### src/rtl/req_issue_queue.sv
// Request issue queue: FIFO of {op, addr} requests feeding a one-at-a-time issue FSM.
// Latency: a push into an empty idle queue issues (valid) in the cycle after the next edge.
// Backpressure: in_ready drops when DEPTH entries are held; while full, in_valid is ignored.
module req_issue_queue #(
  parameter int DEPTH   = 8,    // power of two, >= 2
  parameter int OP_W    = 4,
  parameter int ADDR_W  = 32,
  parameter int TIMEOUT = 255   // >= 1
) (
  input  logic                    clk,
  input  logic                    reset,
  input  logic                    in_valid,
  input  logic [OP_W-1:0]         in_op,
  input  logic [ADDR_W-1:0]       in_addr,
  output logic                    in_ready,
  output logic                    valid,
  output logic [OP_W-1:0]         op,
  output logic [ADDR_W-1:0]       addr,
  input  logic                    opr_finished,
  output logic                    busy,
  output logic [$clog2(DEPTH):0]  count,
  output logic                    timeout_err,
  output logic                    spurious_err
);

  localparam int PTR_W  = $clog2(DEPTH);
  localparam int CNT_W  = PTR_W + 1;
  localparam int WAIT_W = $clog2(TIMEOUT + 1);

  localparam logic [CNT_W-1:0]  FULL_CNT  = CNT_W'(DEPTH);
  // The counter is compared before it increments, so the last WAIT cycle sees TIMEOUT-1.
  localparam logic [WAIT_W-1:0] WAIT_LAST = WAIT_W'(TIMEOUT - 1);

  typedef enum logic [1:0] {
    S_IDLE,
    S_ISSUE,
    S_WAIT
  } state_t;

  state_t              r_state;
  logic [PTR_W-1:0]    r_wr_ptr;
  logic [PTR_W-1:0]    r_rd_ptr;
  logic [CNT_W-1:0]    r_count;
  logic [WAIT_W-1:0]   r_wait_cnt;
  logic                r_valid;
  logic                r_busy;
  logic [OP_W-1:0]     r_op;
  logic [ADDR_W-1:0]   r_addr;
  logic                r_timeout_err;
  logic                r_spurious_err;

  logic [OP_W-1:0]     r_op_mem   [DEPTH];
  logic [ADDR_W-1:0]   r_addr_mem [DEPTH];

  logic                w_push;
  logic                w_pop;

  // Handshakes are derived from registered state only, so in_ready has no input-to-output path.
  assign in_ready = (r_count < FULL_CNT);
  assign w_push   = in_valid && in_ready;
  assign w_pop    = (r_state == S_IDLE) && (r_count != '0);

  assign valid        = r_valid;
  assign busy         = r_busy;
  assign op           = r_op;
  assign addr         = r_addr;
  assign count        = r_count;
  assign timeout_err  = r_timeout_err;
  assign spurious_err = r_spurious_err;

  // Queue storage: written on push, deliberately left out of reset.
  always_ff @(posedge clk) begin
    if (w_push) begin
      r_op_mem[r_wr_ptr]   <= in_op;
      r_addr_mem[r_wr_ptr] <= in_addr;
    end
  end

  // Pointers wrap naturally at the power-of-two depth; count tracks push minus pop.
  always_ff @(posedge clk) begin
    if (reset) begin
      r_wr_ptr <= '0;
      r_rd_ptr <= '0;
      r_count  <= '0;
    end else begin
      if (w_push) r_wr_ptr <= r_wr_ptr + PTR_W'(1);
      if (w_pop)  r_rd_ptr <= r_rd_ptr + PTR_W'(1);
      case ({w_push, w_pop})
        2'b10:   r_count <= r_count + CNT_W'(1);
        2'b01:   r_count <= r_count - CNT_W'(1);
        default: r_count <= r_count;
      endcase
    end
  end

  // Issue FSM: pop in IDLE, strobe valid in ISSUE, wait for completion or abandon in WAIT.
  always_ff @(posedge clk) begin
    if (reset) begin
      r_state        <= S_IDLE;
      r_wait_cnt     <= '0;
      r_valid        <= 1'b0;
      r_busy         <= 1'b0;
      r_op           <= '0;
      r_addr         <= '0;
      r_timeout_err  <= 1'b0;
      r_spurious_err <= 1'b0;
    end else begin
      r_valid <= 1'b0;
      case (r_state)
        S_IDLE: begin
          if (opr_finished) r_spurious_err <= 1'b1;
          if (w_pop) begin
            r_op       <= r_op_mem[r_rd_ptr];
            r_addr     <= r_addr_mem[r_rd_ptr];
            r_valid    <= 1'b1;
            r_busy     <= 1'b1;
            r_wait_cnt <= '0;
            r_state    <= S_ISSUE;
          end
        end
        S_ISSUE: begin
          if (opr_finished) begin
            r_busy  <= 1'b0;
            r_state <= S_IDLE;
          end else begin
            r_state <= S_WAIT;
          end
        end
        S_WAIT: begin
          if (opr_finished) begin
            r_busy  <= 1'b0;
            r_state <= S_IDLE;
          end else if (r_wait_cnt == WAIT_LAST) begin
            r_timeout_err <= 1'b1;
            r_busy        <= 1'b0;
            r_state       <= S_IDLE;
          end else begin
            r_wait_cnt <= r_wait_cnt + WAIT_W'(1);
          end
        end
        default: begin
          r_busy  <= 1'b0;
          r_state <= S_IDLE;
        end
      endcase
    end
  end

endmodule
### config.mk
export PLATFORM = sky130hd
export DESIGN_NAME = req_issue_queue
export DESIGN_NICKNAME = d
export VERILOG_FILES = /design/src/rtl/req_issue_queue.sv
export SDC_FILE = /design/constraint.sdc
export NUM_CORES = 1
export LEC_CHECK = 0
export CAP_MARGIN = 10
export CORE_MARGIN = 2
export CORE_UTILIZATION = 45
export CTS_CLUSTER_SIZE = 12
export DETAILED_ROUTE_END_ITERATION = 12
export DONT_BUFFER_PORTS = 1
export PLACE_DENSITY_LB_ADDON = 0.2
export SLEW_MARGIN = 20
export SYNTH_ARGS = -nofsm -noshare
export SYNTH_HDL_FRONTEND = slang
export SYNTH_SLANG_ARGS = --single-unit
### constraint.sdc
create_clock -name clk -period 5.3 [get_ports clk]
set_clock_uncertainty 0.1 [all_clocks]
set_input_delay 1.59 -clock clk [delete_from_list [all_inputs] [get_ports clk]]
set_output_delay 1.59 -clock clk [all_outputs]
set_load 0.02 [all_outputs]
==> flow_summary.ini, run 1 <==
[critical_path]
required_time_of_the_critical_path_ns = 5.40
timing.setup.critical_path_class = in2reg
timing.critical_path.to = r_op_mem[3][2]$_DFFE_PP_
ff2ff_path_depth = 8
worstPathArrival_ns = 3.52
critPathLaunchType = input pin
critPathMaxFanout = 26
category_of_the_worst_setup_path_capture_point = flip-flop
critical_path.reg2reg.startpoint = count[1]$_SDFFE_PP0P_
worst_r2r_endpoint = count[3]$_SDFFE_PP0P_
timing.critical_path.from = in_valid
ff2ff_setup_slack_ns = 2.27

[clock_network]
cts_max_path_buffers = 3
tritoncts = yes
cts_root_buf = sky130_fd_sc_hd__clkbuf_16
post_cts.resized_instances = 0
cts-hold-fix-buffers = 0
clock_tree.htree_level_count = 2
postCtsSetupRepairBufs = 0
cts.sink_count = 348
cts_made_buffers = 38
clkTransAtPathRegs_ns = 0.05
skew_pair_late_insertion_delay_ns = 0.52

[route]
route.antenna.remaining_nets = 0
wl_mm = 25.3
mean_routed_wirelength_per_cell_um = 22.6
dr.first_iter.drc_count = 427
routed_via_density = 5.54
drt_drc_violations_left = 0
routed-via-count = 6201
drt-pass1-iter-count = 4

[power_and_ir_drop]
cellPowerDensity_nw_per_um2 = 509
peakVddDrop_v = 0.000296
power.leakage_nw = 4.62
p_total_mw = 7.65

[layout]
n_antenna_cell = 0
syn_to_final_growth_pct = 12.6
commonest_non_fill_non_tap_cell_in_the_layout = sky130_fd_sc_hd__edfxtp_1
post_layout_nonfiller_instances = 1119
final_cell_mix = sky130_fd_sc_hd__edfxtp_1, sky130_fd_sc_hd__mux4_2, sky130_fd_sc_hd__dfxtp_1
final_design_area_no_fill_um2 = 15000
layout-drive-gt1-share_pct = 25.1
nNetsFinal = 749

[run]
drv.max_cap_violation_count = 0

[grt]
grt_pass1_vias = 6547
wire_length_of_the_first_global_routing_pass_mm = 39.2
groute.usage.overall_pct = 16.7
antenna_found_initial = 0
grt_start_max_net_pins = 80
grt_overflow = 0

[run_status]
run_status = completed

[sta]
timing_max_transition_violations_final = 0
finalSetupViolCount = 0
final.min_clock_period_ns = 3.41
finalCritPeriodShare_pct = 64.4
timing.fmax_mhz = 293
tightestPinTransition_ns = 1.01
setup_tns_ns = 0
rsz0062_at_grt = no
finalHoldViolCount = 0
postLayoutSetupSlackWorst_ns = 1.89
worst_slew_margin_rel_pct = 32.5

[placed_design]
port-buffer-count = 0
placedCellCount = 1051
post_dp_cell_area_um2 = 13800
dp_slack_ns = 1.29
dp.final_hpwl_mm = 14.7
global_placement_routability_congestion = 0.759

[logic_synthesis]
main_combinational_cell_family_by_area_after_synthesis = multiplexers
synth-compound-area-share_pct = 4.42
postSynthAreaPerCell_um2 = 19.5
synth.area.top_cells = sky130_fd_sc_hd__edfxtp_1, sky130_fd_sc_hd__mux4_2, sky130_fd_sc_hd__dfxtp_1
synth_sequential_area_ratio_pct = 73.9
post-synth-top-area-fraction_pct = 64.9
postSynthCellCount = 685
yosys.area_share.adder_pct = 0.657
yosys-mux-area-fraction_pct = 15.5
post_synthesis_instance_area_um2 = 13300
synth.largest_area_cell = sky130_fd_sc_hd__edfxtp_1
synth-xor-area-share_pct = 0.460
dominantRegCellSynth = sky130_fd_sc_hd__edfxtp_1
yosys_warnings = 0
synth-simple-area-share_pct = 3.52
number_of_flops_mapped_to_enable_cells_by_yosys = 288
post_synthesis_async_set_or_reset_flop_share_pct = 0
ys_seq_elements = 348
synth.distinct_cells = 43
net_count_of_the_mapped_netlist = 732

[die]
die_width_um = 176
die_y_um = 176
floorplan.die_area_um2 = 31000
initial_core_util_pct = 45.3
fp-row-count = 63
i_o_pin_count = 85
core-area_um2 = 29400

[min_path]
worstHoldPathType = reg2reg
cells by family (layout without fill, tap and decap cells):
logic type                 count (synthesis)  in the layout
xor gates and xnor gates                   7              7
DFF                                      348            348
buffers and inverters                     42             86
adders and majority gates                  7              7
muxes                                    116            116
and+or+nand+nor                          102            102
AOI/OAI and AO/OA                         63             63
metal layers:
metal	vias up	global-route usage [%]	wire length [µm]
met5	-	0	0
met4	0	4.20	429
met3	35	4.09	1500
met2	153	27.2	12200
met1	3222	22.8	11100
li1	2791	-	-
worst min-delay path by stage:
stage / start / endpoint / slack (ns) / depth (start not counted)
2_1_floorplan: r_wait_cnt[7]$_SDFFE_PP0P_ / r_wait_cnt[7]$_SDFFE_PP0P_ / 0.34 / 2
6_report: r_wait_cnt[7]$_SDFFE_PP0P_ / r_wait_cnt[7]$_SDFFE_PP0P_ / 0.37 / 2
3_5_place_dp: r_wait_cnt[7]$_SDFFE_PP0P_ / r_wait_cnt[7]$_SDFFE_PP0P_ / 0.37 / 2
3_3_place_gp: r_wait_cnt[7]$_SDFFE_PP0P_ / r_wait_cnt[7]$_SDFFE_PP0P_ / 0.36 / 2
4_1_cts: r_wait_cnt[7]$_SDFFE_PP0P_ / r_wait_cnt[7]$_SDFFE_PP0P_ / 0.38 / 2
5_1_grt: r_wait_cnt[7]$_SDFFE_PP0P_ / r_wait_cnt[7]$_SDFFE_PP0P_ / 0.39 / 2
metrics by stage:
stage                     utilization [%]  hold slack, ns
after global routing                 51.0           0.393
after detailed placement             47.0           0.367
final                                51.0           0.372
after global placement               47.0           0.363
after CTS                            51.0           0.378
after floorplan                         -           0.343
where the power goes:
part	leakage, nW	switching [mW]	total [mW]	internal [mW]
clock	0.565	1.01	2.44	1.43
combinational	0.948	0.831	1.53	0.694
sequential	3.11	0.401	3.68	3.28
total	4.62	2.24	7.65	5.41
synth_stat cells (all sizes together) (2+ instances only):
| master | instances |
|---|---|
| nand3 | 5 |
| nand2 | 15 |
| inv | 5 |
| or4 | 2 |
| a211oi | 38 |
| a31oi | 2 |
| dfxtp | 60 |
| nor3 | 3 |
| ha | 7 |
| mux2i | 43 |
| a21oi | 10 |
| o2111ai | 2 |
| nand4 | 2 |
| mux4 | 72 |
| edfxtp | 288 |
| nor2 | 57 |
| nand2b | 10 |
| xnor2 | 2 |
| xor2 | 5 |
| clkbuf | 19 |
| o21ai | 6 |
| buf | 18 |
flip-flops by register name, indices dropped and copies added, names as in the netlist, 2 cells and up:
signal / flops
r_state: 2
r_op_mem: 32
op: 4
r_addr_mem: 256
addr: 32
r_wr_ptr: 3
r_rd_ptr: 3
r_wait_cnt: 8
count: 4
critical path: stages:
cell and delay, ns:
sky130_fd_sc_hd__nor2b_1 0.46, sky130_fd_sc_hd__nand2b_1 0.34, sky130_fd_sc_hd__nor2_4 0.75, sky130_fd_sc_hd__buf_4 0.36
final cells by class:
cell class	count	area, µm²
Sequential cell	348	9860
Inverter	5	21.3
Tap cell	390	488
Clock buffer	51	1040
Timing Repair Buffer	14	150
Fill cell	2302	14400
Multi-Input combinational cell	295	3330
Clock inverter	16	121
No activity file was read; power rests on OpenSTA's default activity.
==> run 2: changes to the inputs <==
Clock period 5.3 ns to 3.05 ns, I/O delays scaled along.
==> run 2 against run 1 <==
Against the previous run:
- core utilization rose by 0.49 points
- non-clock buffer count up 15
- sequential share of layout area shrank 0.62 points
- routed wire length fell by 0.38%
- hold slack better by 0.018 ns
- power is 76% higher
- critical path depth increased by 5
- register-to-register slack lost 1.9 ns
- worst setup slack worse by 1.5 ns
- critical path type is now reg2reg
- critical endpoint is now count[2]$_SDFFE_PP0P_
==> flow_summary.ini, run 2 (synthesis results as in run 1) <==
[run_status]
run_status = completed

[sta]
worst_slew_margin_rel_pct = 44.6
postLayoutSetupSlackWorst_ns = 0.338
rsz0062_at_grt = no
finalSetupViolCount = 0
timing_max_transition_violations_final = 0
finalHoldViolCount = 0
final.min_clock_period_ns = 2.71
setup_tns_ns = 0
finalCritPeriodShare_pct = 88.9
tightestPinTransition_ns = 0.832
timing.fmax_mhz = 369

[layout]
largest-register = r_addr_mem
final_core_util_pct = 51.5
nNetsFinal = 764
fillers = 2289
n_antenna_cell = 0
syn_to_final_growth_pct = 13.6
final_cell_mix = sky130_fd_sc_hd__edfxtp_1, sky130_fd_sc_hd__mux4_2, sky130_fd_sc_hd__dfxtp_1
layout-drive-gt1-share_pct = 26.4
final_design_area_no_fill_um2 = 15200
commonest_non_fill_non_tap_cell_in_the_layout = sky130_fd_sc_hd__edfxtp_1
largest_reg_flops = 256

[min_path]
worstHoldPathType = reg2reg
min_delay_worst_endpoint = r_wait_cnt[5]$_SDFFE_PP0P_
worst_hold_startpoint = r_wait_cnt[5]$_SDFFE_PP0P_
worst_hold_path.num_cells = 2

[power_and_ir_drop]
power.leakage_nw = 4.70
peakVddDrop_v = 0.000655
cellPowerDensity_nw_per_um2 = 886

[clock_network]
skew_pair_late_insertion_delay_ns = 0.51
tritoncts = yes
cts_max_path_buffers = 3
cts_made_buffers = 38
post_cts.resized_instances = 0
cts.sink_count = 348
cts-hold-fix-buffers = 0
cts_root_buf = sky130_fd_sc_hd__clkbuf_16
postCtsSetupRepairBufs = 0
clkTransAtPathRegs_ns = 0.06
clock_tree.htree_level_count = 2

[critical_path]
critPathLaunchType = flip-flop
ff2ff_path_depth = 9
path_delay_family = simple AND/OR/NAND/NOR gates
category_of_the_worst_setup_path_capture_point = flip-flop
required_time_of_the_critical_path_ns = 3.37
timing.critical_path.cells = nor2_1 -> nand2_4 -> inv_4 -> buf_4 -> ha_1 -> a21oi_1 -> xor2_1 -> or3_1 -> a21oi_1
worst_path_largest_cell_delay_ns = 0.46
worst_r2r_endpoint = count[2]$_SDFFE_PP0P_
critical_path.reg2reg.startpoint = r_state[0]$_SDFFE_PP0P_
path_buf_inv = 2
timing.setup.critical_path_class = reg2reg
library_cell_contributing_the_largest_single_delay_on_the_critical_path = sky130_fd_sc_hd__buf_4
critPathMaxFanout = 45
ff2ff_setup_slack_ns = 0.34
path_common_cell = sky130_fd_sc_hd__a21oi_1
worstPathArrival_ns = 3.03

[die]
initial_core_util_pct = 45.3
die_y_um = 176
die_width_um = 176
i_o_pin_count = 85
fp-row-count = 63
floorplan.die_area_um2 = 31000
core-area_um2 = 29400

[placed_design]
dp.final_hpwl_mm = 15.0
dp_slack_ns = 0.190
post_dp_cell_area_um2 = 14000
port-buffer-count = 0
global_placement_routability_congestion = 0.775

[grt]
wire_length_of_the_first_global_routing_pass_mm = 39.0
grt_pass1_vias = 6560
groute.usage.overall_pct = 16.6
grt_start_max_net_pins = 57
antenna_found_initial = 0
grt_overflow = 0

[route]
drt_drc_violations_left = 0
routed-via-count = 6357
wl_mm = 25.2
mean_routed_wirelength_per_cell_um = 22.2
routed_via_density = 5.60
dr.first_iter.drc_count = 460
drt-pass1-iter-count = 5
route.antenna.remaining_nets = 0

[run]
drv.max_cap_violation_count = 0
run 2: final cells by class:
class / instances / area, µm² / share of cell area, %
clock buffers: 55 / 1060 / 6.97
clock inverters: 14 / 119 / 0.785
inverters: 5 / 21.3 / 0.140
multi-input cells: 295 / 3340 / 22.0
flip-flops and latches: 348 / 9860 / 65.1
well taps: 390 / 488 / 3.22
repair buffers: 29 / 268 / 1.77
run 2: worst max path at each step:
| stage | start | end | slack (ns) | depth (start not counted) |
|---|---|---|---|---|
| after floorplan | in_valid | r_addr_mem[7][0]$_DFFE_PP_ | -0.42 | 4 |
| after global placement | in_valid | count[2]$_SDFFE_PP0P_ | 0.29 | 9 |
| after detailed placement | in_valid | count[2]$_SDFFE_PP0P_ | 0.19 | 9 |
| after CTS | r_state[0]$_SDFFE_PP0P_ | count[2]$_SDFFE_PP0P_ | 0.35 | 9 |
| after global routing | r_state[0]$_SDFFE_PP0P_ | count[2]$_SDFFE_PP0P_ | 0.14 | 9 |
| final | r_state[0]$_SDFFE_PP0P_ | count[2]$_SDFFE_PP0P_ | 0.34 | 9 |
run 2: worst min-delay path, delay by kind of cell, from the launching register on:
kind             cells  cell delay [ns]
multiplexers         1             0.06
flip-flops           1             0.32
AND/OR/NAND/NOR      1             0.06
run 2: per-stage QoR:
step                      hold WS [ns]  power (mW)  std cells
after floorplan                  0.343        8.64        685
after global placement           0.366        9.19       1067
after detailed placement         0.384        9.29       1067
after CTS                        0.366        13.6       1136
after global routing             0.362        14.1       1136
final                            0.390        13.4       1136
run 2: per-layer routing:
layer	track usage [%]	vias up	wire length, µm
met5	0	-	0
met4	4.24	0	370
met3	3.77	33	1480
met2	27.8	170	12400
met1	22.1	3323	10900
li1	-	2831	-
run 2: power breakdown:
part / internal, mW / leakage (nW) / switching, mW
clock network: 2.57 / 0.570 / 1.71
registers: 5.70 / 3.11 / 0.592
logic: 1.26 / 1.02 / 1.58
total: 9.54 / 4.70 / 3.89
==> run 3: changes to the inputs <==
Settings changed: ABC_CLOCK_PERIOD_IN_PS from default to 3050, CTS_CLUSTER_DIAMETER from default to 120.
==> run 3 against run 2 <==
Against the previous run:
- clock power decreased by 10%
- count of clock-buffer cells in the layout increased by 5
- sequential share of layout area increased by 0.71 points
- critical path type unchanged
- critical endpoint unchanged
==> flow_summary.ini, run 3 (synthesis results as in run 1) <==
[power_and_ir_drop]
cellPowerDensity_nw_per_um2 = 866
power.leakage_nw = 4.62
p_total_mw = 13.0
peakVddDrop_v = 0.000653

[min_path]
worstHoldPathType = in2reg
worst_hold_startpoint = reset

[clock_network]
post_cts.resized_instances = 0
cts_root_buf = sky130_fd_sc_hd__clkbuf_16
clkTransAtPathRegs_ns = 0.06
skew_pair_late_insertion_delay_ns = 0.50
tritoncts = yes
cts_made_buffers = 34
cts_max_path_buffers = 3
cts-hold-fix-buffers = 0
clock_tree.htree_level_count = 2
cts.sink_count = 348
postCtsSetupRepairBufs = 0

[placed_design]
port-buffer-count = 0
placedCellCount = 1067
global_placement_routability_congestion = 0.775
dp.final_hpwl_mm = 15.0

[critical_path]
path_common_cell = sky130_fd_sc_hd__a21oi_1
critPathLaunchType = flip-flop
worst_path_largest_cell_delay_ns = 0.47
ff2ff_setup_slack_ns = 0.34
timing.critical_path.cells = nor2_1 -> nand2_4 -> inv_4 -> buf_4 -> ha_1 -> a21oi_1 -> xor2_1 -> or3_1 -> a21oi_1
library_cell_contributing_the_largest_single_delay_on_the_critical_path = sky130_fd_sc_hd__buf_4
timing.setup.critical_path_class = reg2reg
timing.critical_path.from = r_state[1]$_SDFFE_PP0P_
required_time_of_the_critical_path_ns = 3.38
critical_path.reg2reg.startpoint = r_state[1]$_SDFFE_PP0P_
category_of_the_worst_setup_path_capture_point = flip-flop
worstPathArrival_ns = 3.03
critPathMaxFanout = 45

[sta]
timing_max_transition_violations_final = 0
finalCritPeriodShare_pct = 88.7
finalHoldViolCount = 0
final.min_clock_period_ns = 2.71
rsz0062_at_grt = no
timing.fmax_mhz = 370
finalSetupViolCount = 0
tightestPinTransition_ns = 0.821
worst_slew_margin_rel_pct = 45.2

[route]
wl_mm = 24.8
drt-pass1-iter-count = 5
routed-via-count = 6225
dr.first_iter.drc_count = 469
drt_drc_violations_left = 0
routed_via_density = 5.52
route.antenna.remaining_nets = 0
mean_routed_wirelength_per_cell_um = 22.0

[grt]
gr-max-usage-layer = met2
global_route.usage.met1_pct = 21.7
grt_start_max_net_pins = 57
global_route.usage.met3_pct = 3.90
grt_overflow = 0
wire_length_of_the_first_global_routing_pass_mm = 38.6
groute.usage.overall_pct = 16.4
grt_pass1_vias = 6535
grtUsageMet2_pct = 27.6
antenna_found_initial = 0

[layout]
syn_to_final_growth_pct = 12.4
nNetsFinal = 760
final_cell_mix = sky130_fd_sc_hd__edfxtp_1, sky130_fd_sc_hd__mux4_2, sky130_fd_sc_hd__dfxtp_1
commonest_non_fill_non_tap_cell_in_the_layout = sky130_fd_sc_hd__edfxtp_1
n_antenna_cell = 0
largest-register = r_addr_mem
post_layout_nonfiller_instances = 1127
layout-drive-gt1-share_pct = 25.1
fillers = 2306
largest_reg_flops = 256

[die]
die_y_um = 176
i_o_pin_count = 85
initial_core_util_pct = 45.3
floorplan.die_area_um2 = 31000
fp-row-count = 63
core-area_um2 = 29400
die_width_um = 176

[run_status]
run_status = completed

[run]
drv.max_cap_violation_count = 0
==> run 3: cell types whose count changed in the layout (fill, tap and decap cells not counted), sizes merged <==
cell	delta
inv	-1
clkbuf	+5
clkinvlp	-1
clkinv	-10
bufinv	-2
==> run 3: through the flow <==
stage	hold WS (ns)	area [µm²]	util, %	setup TNS, ns	setup WS (ns)
6_report	0.383	15000	51.0	0	0.344
5_1_grt	0.351	15000	51.0	0	0.130
4_1_cts	0.359	15000	51.0	0	0.341
3_5_place_dp	0.384	14000	47.5	0	0.190
3_3_place_gp	0.366	14000	47.5	0	0.286
2_1_floorplan	0.343	13300	-	-111.09	-0.425
==> run 3: power by group <==
group	total (mW)	internal (mW)	leakage, nW	switching (mW)
clock	3.85	2.24	0.483	1.61
sequential	6.29	5.70	3.11	0.586
combinational	2.85	1.26	1.02	1.58
total	13.0	9.21	4.62	3.78
==> run 3: layer usage <==
layer	wire length, µm	vias up
met3	1400	29
met1	10700	3240
met2	12400	138
met5	0	-
met4	317	0
li1	-	2818
==> run 3: final cells by class <==
cell class                      instances  area [µm²]  area share [%]
Multi-Input combinational cell        295        3340            22.3
Tap cell                              390         488            3.26
Sequential cell                       348        9860            65.8
Timing Repair Buffer                   29         268            1.79
Clock buffer                           60        1010            6.75
Inverter                                5        21.3           0.142
==> run 3: worst max-delay path: cells and delay by family (launching register included) <==
kind,cells,cell delay [ns]
XOR/XNOR,1,0.17
AND/OR/NAND/NOR,3,0.85
AO/OA/AOI/OAI,2,0.28
buffers and inverters,2,0.56
flip-flops,1,0.35
adder cells (fa/ha/maj),1,0.32
==> run 3: final timing paths <==
kind / end / cells after the start
max: count[2]$_SDFFE_PP0P_ / 9
min: spurious_err$_SDFFE_PP0P_ / 1
max reg2reg: count[2]$_SDFFE_PP0P_ / 9
min reg2reg: r_wait_cnt[5]$_SDFFE_PP0P_ / 2
